### src/rtl/m6502_ea_sequencer.sv
// Effective-address and operand-access sequencer for the 6502 core.
// One FSM walks the operand/pointer/data bus accesses for every addressing
// mode, waits on ready, and holds the results until the next accepted start.
module m6502_ea_sequencer #(
    parameter bit          ZP_WRAP      = 1'b1,
    parameter bit          JMP_IND_BUG  = 1'b1,
    parameter logic [15:0] RESET_VECTOR = 16'hFFFC
) (
    input  logic        clk,
    input  logic        reset_n,
    input  logic        start,
    input  logic [3:0]  mode,
    input  logic        op,
    input  logic [15:0] pc,
    input  logic [7:0]  reg_x,
    input  logic [7:0]  reg_y,
    input  logic [7:0]  st_data,
    output logic        busy,
    output logic        done,
    output logic [1:0]  pc_delta,
    output logic [7:0]  ld_data,
    output logic [15:0] word_out,
    output logic [15:0] ea,
    output logic        page_cross,
    output logic [15:0] addr,
    output logic        rd_req,
    output logic        wr_en,
    output logic [7:0]  wr_data,
    input  logic [7:0]  rd_data,
    input  logic        ready
);

    typedef enum logic [2:0] {
        S_IDLE, S_OPLO, S_OPHI, S_PTRLO, S_PTRHI, S_DATA, S_DONE
    } state_t;

    localparam logic [3:0] M_IMPL  = 4'd0,  M_RESET = 4'd1,  M_IMM   = 4'd2;
    localparam logic [3:0] M_Z     = 4'd3,  M_Z_X   = 4'd4,  M_Z_Y   = 4'd5;
    localparam logic [3:0] M_ABS   = 4'd6,  M_ABS_X = 4'd7,  M_ABS_Y = 4'd8;
    localparam logic [3:0] M_IND_X = 4'd9,  M_IND_Y = 4'd10, M_IND_ABS = 4'd11;

    state_t      state_q, state_d;
    logic [3:0]  mode_q;
    logic        op_q;
    logic [15:0] pc_q;
    logic [7:0]  x_q, y_q, st_q;
    logic [7:0]  oplo_q, ophi_q, ptrlo_q, ptrhi_q;
    logic [7:0]  ld_q;
    logic [15:0] word_q, ea_q;
    logic        cross_q;
    logic [1:0]  delta_q;

    logic [7:0]  data_idx;
    logic [15:0] data_addr, ptr_lo_addr, ptr_hi_addr;
    logic        cross_d;

    // Zero-page sum: wraps inside page 0 on NMOS, plain 16-bit sum otherwise.
    function automatic logic [15:0] zp_sum(input logic [7:0] base, input logic [7:0] idx,
                                           input logic inc);
        logic [15:0] s;
        s = {8'h00, base} + {8'h00, idx} + {15'd0, inc};
        return ZP_WRAP ? {8'h00, s[7:0]} : s;
    endfunction

    // Operand byte count reported back to the PC logic.
    function automatic logic [1:0] delta_of(input logic [3:0] m);
        case (m)
            M_IMM, M_Z, M_Z_X, M_Z_Y, M_IND_X, M_IND_Y: return 2'd1;
            M_ABS, M_ABS_X, M_ABS_Y, M_IND_ABS:         return 2'd2;
            default:                                    return 2'd0;
        endcase
    endfunction

    // State register.
    always_ff @(posedge clk) begin
        if (!reset_n) state_q <= S_IDLE;
        else          state_q <= state_d;
    end

    // Next-state: each access state advances only on a ready edge.
    always_comb begin
        state_d = state_q;
        case (state_q)
            S_IDLE:
                if (start) begin
                    if (mode == M_RESET)                         state_d = S_PTRLO;
                    else if (mode inside {[M_IMM:M_IND_ABS]})    state_d = S_OPLO;
                    else                                         state_d = S_DONE;
                end
            S_OPLO:
                if (ready) begin
                    case (mode_q)
                        M_IMM:               state_d = S_DONE;
                        M_Z, M_Z_X, M_Z_Y:   state_d = S_DATA;
                        M_IND_X, M_IND_Y:    state_d = S_PTRLO;
                        default:             state_d = S_OPHI;
                    endcase
                end
            S_OPHI:  if (ready) state_d = (mode_q == M_IND_ABS) ? S_PTRLO : S_DATA;
            S_PTRLO: if (ready) state_d = S_PTRHI;
            S_PTRHI:
                if (ready) state_d = (mode_q == M_RESET || mode_q == M_IND_ABS) ? S_DONE : S_DATA;
            S_DATA:  if (ready) state_d = S_DONE;
            default: state_d = S_IDLE;
        endcase
    end

    // Address arithmetic for pointer fetches, data access and page crossing.
    always_comb begin
        data_idx = 8'h00;
        case (mode_q)
            M_Z_X, M_ABS_X:          data_idx = x_q;
            M_Z_Y, M_ABS_Y, M_IND_Y: data_idx = y_q;
            default:                 data_idx = 8'h00;
        endcase

        case (mode_q)
            M_IMM:                   data_addr = pc_q;
            M_Z, M_Z_X, M_Z_Y:       data_addr = zp_sum(oplo_q, data_idx, 1'b0);
            M_ABS, M_ABS_X, M_ABS_Y: data_addr = {ophi_q, oplo_q} + {8'h00, data_idx};
            M_IND_X, M_IND_Y:        data_addr = {ptrhi_q, ptrlo_q} + {8'h00, data_idx};
            M_IND_ABS:               data_addr = {ophi_q, oplo_q};
            M_RESET:                 data_addr = RESET_VECTOR;
            default:                 data_addr = 16'h0000;
        endcase

        case (mode_q)
            M_ABS_X, M_ABS_Y: cross_d = (data_addr[15:8] != ophi_q);
            M_IND_Y:          cross_d = (data_addr[15:8] != ptrhi_q);
            default:          cross_d = 1'b0;
        endcase

        case (mode_q)
            M_RESET: begin
                ptr_lo_addr = RESET_VECTOR;
                ptr_hi_addr = RESET_VECTOR + 16'd1;
            end
            M_IND_X: begin
                ptr_lo_addr = zp_sum(oplo_q, x_q, 1'b0);
                ptr_hi_addr = zp_sum(oplo_q, x_q, 1'b1);
            end
            M_IND_Y: begin
                ptr_lo_addr = zp_sum(oplo_q, 8'h00, 1'b0);
                ptr_hi_addr = zp_sum(oplo_q, 8'h00, 1'b1);
            end
            default: begin
                ptr_lo_addr = {ophi_q, oplo_q};
                ptr_hi_addr = JMP_IND_BUG ? {ophi_q, oplo_q + 8'd1} : {ophi_q, oplo_q} + 16'd1;
            end
        endcase
    end

    // Bus and status outputs decoded from the current state.
    always_comb begin
        addr    = 16'h0000;
        rd_req  = 1'b0;
        wr_en   = 1'b0;
        wr_data = 8'h00;
        busy    = (state_q != S_IDLE);
        done    = (state_q == S_DONE);
        case (state_q)
            S_OPLO:  begin addr = pc_q;          rd_req = 1'b1; end
            S_OPHI:  begin addr = pc_q + 16'd1;  rd_req = 1'b1; end
            S_PTRLO: begin addr = ptr_lo_addr;   rd_req = 1'b1; end
            S_PTRHI: begin addr = ptr_hi_addr;   rd_req = 1'b1; end
            S_DATA: begin
                addr = data_addr;
                if (op_q) begin
                    wr_en   = 1'b1;
                    wr_data = st_q;
                end else begin
                    rd_req  = 1'b1;
                end
            end
            default: ;
        endcase
    end

    // Request latch and per-access capture of operand and pointer bytes.
    always_ff @(posedge clk) begin
        if (state_q == S_IDLE && start) begin
            mode_q <= (mode > M_IND_ABS) ? M_IMPL : mode;
            op_q   <= op;
            pc_q   <= pc;
            x_q    <= reg_x;
            y_q    <= reg_y;
            st_q   <= st_data;
        end
        if (ready) begin
            case (state_q)
                S_OPLO:  oplo_q  <= rd_data;
                S_OPHI:  ophi_q  <= rd_data;
                S_PTRLO: ptrlo_q <= rd_data;
                S_PTRHI: ptrhi_q <= rd_data;
                default: ;
            endcase
        end
    end

    // Result registers: cleared on start, filled as accesses complete.
    always_ff @(posedge clk) begin
        if (!reset_n) begin
            ld_q    <= 8'h00;
            word_q  <= 16'h0000;
            ea_q    <= 16'h0000;
            cross_q <= 1'b0;
            delta_q <= 2'd0;
        end else begin
            if (state_q == S_IDLE && start) begin
                ld_q    <= 8'h00;
                word_q  <= 16'h0000;
                ea_q    <= 16'h0000;
                cross_q <= 1'b0;
                delta_q <= delta_of(mode);
            end
            if (ready && state_q == S_OPLO && mode_q == M_IMM) ld_q <= rd_data;
            if (ready && state_q == S_DATA && !op_q)           ld_q <= rd_data;
            if (ready && state_q == S_PTRHI && (mode_q == M_RESET || mode_q == M_IND_ABS))
                word_q <= {rd_data, ptrlo_q};
            if (state_q != S_IDLE && state_q != S_DONE && state_d == S_DONE) begin
                ea_q    <= data_addr;
                cross_q <= cross_d;
            end
        end
    end

    assign ld_data    = ld_q;
    assign word_out   = word_q;
    assign ea         = ea_q;
    assign page_cross = cross_q;
    assign pc_delta   = delta_q;

endmodule

### config.mk
export PLATFORM = sky130hd
export DESIGN_NAME = m6502_ea_sequencer
export DESIGN_NICKNAME = d
export VERILOG_FILES = /design/src/rtl/m6502_ea_sequencer.sv
export SDC_FILE = /design/constraint.sdc
export NUM_CORES = 1
export LEC_CHECK = 0
export CAP_MARGIN = 10
export CORE_MARGIN = 2
export CORE_UTILIZATION = 45
export DETAILED_ROUTE_END_ITERATION = 7
export PLACE_DENSITY = 0.68
export SETUP_SLACK_MARGIN = 0.1
export SYNTH_ARGS = -nofsm -noshare
export SYNTH_HDL_FRONTEND = slang
export SYNTH_SLANG_ARGS = --single-unit
### constraint.sdc
create_clock -name clk -period 9.4 [get_ports clk]
set_clock_uncertainty 0.1 [all_clocks]
set_input_delay 1.88 -clock clk [delete_from_list [all_inputs] [get_ports clk]]
set_output_delay 1.88 -clock clk [all_outputs]
set_load 0.01 [all_outputs]
======== Word-level counts from Yosys, hierarchy flattened ========
Memory sizes are Yosys's and may differ from the RTL's. A register that Yosys moved wholly into a read port is not among the register bits.
Index checks and enable logic that the tools add are counted.
word-level totals
  word-level logic and storage cells ...... 110
  memories ................................ 1
  memory bits (read-only) ................. 32
  register bits ........................... 121
memory list
  name              words  bits a word  read ports  clocked after memory_dff  wr ports  line  RTL
  (name not given)  16     2            1           1                         0         67    case (m)
cells by class
  reduce and logical (&&, ||, !) cells .... 29
  muxes and demuxes ....................... 32
  equal/unequal tests ..................... 22
  order comparisons ....................... 3
  $add $sub $neg .......................... 8
operators by type and width
  operator                                        count
  case mux 16 bit (3 select lines)                2
  case mux 16 bit (6 select lines)                1
  case mux 16 bit (5 select lines)                1
  two-way mux 16 bit                              3
  two-way mux 8 bit                               5
  adder 16 x 8 -> 16 bit                          2
  two-way mux 3 bit                               9
  adder 8 x 1 -> 8 bit (second input constant)    3
  case mux 3 bit (6 select lines)                 1
  adder 16 x 1 -> 16 bit (second input constant)  1
  adder 8 bit                                     2
  == test 4 x 3 -> 1 bit (second input constant)  4
  == test 4 bit (second input constant)           4
  inequality test 8 bit                           2
  case mux 8 bit (2 select lines)                 1
  == test 3 bit (second input constant)           4
  logical AND 1 bit                               10
  case mux 3 bit (3 select lines)                 1
  OR reduction 3 bit                              3
  == test 4 x 1 -> 1 bit (second input constant)  2
  == test 4 x 2 -> 1 bit (second input constant)  2
  AND reduction 2 bit                             4
  == test 3 x 2 -> 1 bit (second input constant)  2
  nonzero test 3 bit                              2
  14 further kinds                                23

======== Longest topological paths before layout ========
  depth in word-level cells ............... 9
  mapped depth ............................ 19
  mapped depth without buffers ............ 14

======== Worst setup path before layout ========
OpenSTA, ideal clock, no wires.
  path kind ............................... register to output
  start point ............................. register mode_q[0]
  end point ............................... output addr[15]
  data arrival time ....................... 3.843 ns
  buffers on the path ..................... 5
  stages on the path, launching flop included .. 19
  setup slack ............................. 3.577 ns
  path through ............................ edfxtp_1 > buf_6 > buf_2 > buf_4 > buf_2 > mux2i_1 > nor2_1 > a21oi_1 > o21ai_0 > ha_1 > a21oi_1 > nor2b_1 > a31oi_1 > o211ai_1 > o32a_4 > buf_2 > nand3b_1 > a31o_2 > a221o_1
between the ends
  word-level cells in the longest chain between the ends .. 6
RTL lines
  item                                                      line           RTL
  from (decl)                                               43             logic [3:0] mode_q;
  from (signal assigned)                                    182            mode_q <= (mode > M_IND_ABS) ? M_IMPL : mode;
  == test 4 bit, or another cell as far along               111, 117, 133
  OR reduction 3 bit or OR reduction 2 bit (tied branches)  111            case (mode_q)
  case mux 8 bit (2 select lines)                           111
  adder 16 x 8 -> 16 bit, on equally long branches          121, 120
  case mux 16 bit (6 select lines)                          117            case (mode_q)
  case mux 16 bit (5 select lines) *                        161            case (state_q)
  to (decl)                                                 25             output logic [15:0] addr,
Every way passes the cells marked *; elsewhere a longest branch is shown, timed or not.

======== Worst setup path in the final report ========
  start point ............................. register mode_q[0]
  end point ............................... output addr[13]
Same word-level chain as after synthesis.

==> key figures <==
Power
  – Net Switching: 0.7722 mW
  – Switch share: 37.18%
  – IR drop worst, VDD: 0.0001315 V
  – Int Pwr: 1.305 mW
  – Sequential share of power: 33.9%
  – Pwr dens: 195.9 mW/mm^2
  – Clk pwr share: 31.0%
  – Total Power: 2.077 mW
  – Combinational power share: 35.1%
  – Leakage power: 3.774 nW

Placed design
  – Placed insts: 1274
  – RD Place Congestion: 1.018
  – Dpl hpwl: 22170 um
  – IO Port Bufs: 127

Timing
  – Max_slew headroom: 18.84%
  – F_max: 130.3 MHz
  – Setup violators final: 0
  – Worst-Margin Slew: 1.215 ns
  – Setup TNS Final: 0 ns
  – Final Slew Violations: 0
  – Final Cycle Share: 81.67%
  – Tmin final: 7.677 ns
  – Fin Hold WS: 0.3684 ns
  – Final Hold Vio Count: 0
  – RSZ-0062 raised after global routing: false

Hold path
  – Worst Hold Class: register to register

Layout
  – Post-Layout Cell Count: 1306
  – Layout Nets: 1142
  – Layout area overhead: 22.58%
  – Diode count: 0
  – Commonest cells after routing, fill and taps aside: clkdlybuf4s50_1, nand2_1, edfxtp_1
  – Filler instances: 1682
  – Most common cell after layout, fill and taps aside: clkdlybuf4s50_1
  – Share of layout cells above drive strength 1: 6.810%

Synth
  – Asr flop ratio synth: 0%
  – Sequential fraction of the synthesis area: 37.38%
  – #FFs+latches synth: 123
  – Synth Area per Inst: 8.963 um^2
  – Unique masters post-synth: 90
  – Number of flops mapped to enable cells by yosys: 77
  – Ys flop type: edfxtp_1
  – Synthesized Nets: 1048
  – Cells after synthesis: 965
  – Synthesized area: 0.008650 mm^2
  – Synth warnings: 0

Drt
  – Wirelength, routed: 29990 um
  – WL/cell: 22.96 um
  – Antenna Nets Post-Route: 0
  – First drt pass iteration count: 6
  – Via density: 6.318
  – Initial DRC count: 913
  – DR DRC count: 0
  – Vias: 8251

Floorplanning
  – Die H: 142.6 um
  – Die width: 142.6 um
  – Die ar.: 0.02035 mm^2
  – I/O pin count: 128
  – Starting density of the core: 46.09%
  – Core area: 0.01877 mm^2
  – Site Rows: 50

GRT
  – GRT Total Usage: 29.56%
  – Antenna violations before repair: 0
  – Total gr overflow: 0
  – Largest net degree at the start of global routing: 51
  – First-pass GRT wire length: 45640 um
  – Number of global-route vias before repair: 7758

Clocking
  – Clock tree sinks: 123
  – Post-CTS setup buffers: 0
  – CTS clk-pin slew, worst paths: 0.06 ns
  – Post_cts resized: 0
  – H-tree depth: 4
  – Clk root buf: clkbuf_16
  – Hold-fix buffers, CTS: 0
  – Clock latency on the worst-skew pair: 0.43 ns
  – TritonCTS Buffers: 17
  – CTS tree: done
  – Clock Path Buffers: 2

Setup path
  – Worst path required time: 7.42 ns
  – Critical Path Sink Type: primary output
  – CP Class: register to primary output
  – Critical path data arrival time: 5.70 ns
  – Worst-path fanout max: 25
  – Critical path launch point type: register

Status
  – Status: complete, no violations

Job
  – Max cap viols: 0
layout make-up:
type / instances / area, um^2 / share of cell area [%]
repair buffers: 139 / 1361 / 12.84
clock buffers: 20 / 457.9 / 4.319
multi-input cells: 761 / 5087 / 47.98
clock inverters: 12 / 106.4 / 1.003
inverters: 17 / 63.81 / 0.6018
well taps: 234 / 292.8 / 2.761
flip-flops and latches: 123 / 3233 / 30.49
metal layers:
metal | GRT usage (%) | vias up | wire (um)
met1 | 42.29 | 3917 | 13240
li1 | - | 3837 | -
met3 | 6.875 | 63 | 2740
met4 | 10.68 | 0 | 889
met2 | 43.67 | 434 | 13120
met5 | 0 | - | 0
per-stage QoR:
step	setup slack [ns]	instance area, um^2	util, %
floorplan	3.577	8650	-
global placement	2.390	10040	53.49
detailed placement	2.306	10040	53.49
CTS	1.839	10600	56.49
global route	1.403	10600	56.49
finish	1.723	10600	56.49
registers in the layout (all words and copies together) (netlist names):
name / flops
ea: 16
ld_data: 8
mode_q: 4
op_q: 1
ophi_q: 8
oplo_q: 8
page_cross: 1
pc_delta: 2
pc_q: 16
ptrhi_q: 8
ptrlo_q: 8
st_q: 8
state_q: 3
word_out: 16
x_q: 8
y_q: 8
Yosys cell counts (all sizes together) (24+ instances only):
master	n	area (um^2)
xor2	24	217.7
mux2i	25	250.2
a21boi	29	217.7
xnor2	25	226.5
nor2	59	221.5
a21oi	56	280.3
nand2	121	459.2
clkbuf	46	172.7
o21ai	53	265.3
dfxtp	46	920.9
edfxtp	77	2312
nand3	55	275.3
logic make-up (layout without fill, tap and decap cells):
logic type / Yosys count / after routing / share of synthesized area (%)
AO/OA/AOI/OAI: 285 / 285 / 23.55
XOR/XNOR: 49 / 49 / 5.135
adder cells (fa/ha/maj): 28 / 28 / 4.253
buffers and inverters: 81 / 188 / 4.079
flip-flops: 123 / 123 / 37.38
multiplexers: 33 / 33 / 3.935
AND/OR/NAND/NOR: 366 / 366 / 21.67
power by group through the flow:
| stage | clock network [mW] | registers (mW) | logic (mW) |
|---|---|---|---|
| 5_1_grt | 0.676 | 0.708 | 0.781 |
| 6_report | 0.644 | 0.703 | 0.729 |
| 3_3_place_gp | 0 | 0.710 | 0.712 |
| 3_5_place_dp | 0 | 0.710 | 0.707 |
| 4_1_cts | 0.651 | 0.699 | 0.714 |
| 2_1_floorplan | 0 | 0.671 | 0.484 |
worst paths after layout:
check | slack (ns) | startpoint | to | cells after the start
min reg2reg | 0.37 | ea[8]$_SDFFE_PN0P_ | ea[8]$_SDFFE_PN0P_ | 2
max reg2reg | 4.23 | mode_q[0]$_SDFFCE_PP0P_ | page_cross$_SDFFE_PN0P_ | 15
max | 1.72 | mode_q[0]$_SDFFCE_PP0P_ | addr[13] | 15
min | 0.37 | ea[8]$_SDFFE_PN0P_ | ea[8]$_SDFFE_PN0P_ | 2
worst max-delay path: stages, from the launching register on:
cell	delay, ns
edfxtp_1	0.91
buf_4	0.39
xor2_2	0.28
nand2_1	0.51
nand2_1	0.21
nand2_1	0.11
ha_1	0.29
a21oi_1	0.07
nor2b_1	0.15
a31oi_1	0.17
o211ai_1	0.17
o32a_4	0.52
or4b_4	0.52
a31oi_4	0.24
o221ai_1	0.16
clkdlybuf4s50_1	0.54
Power figures use the tool's default switching activity.
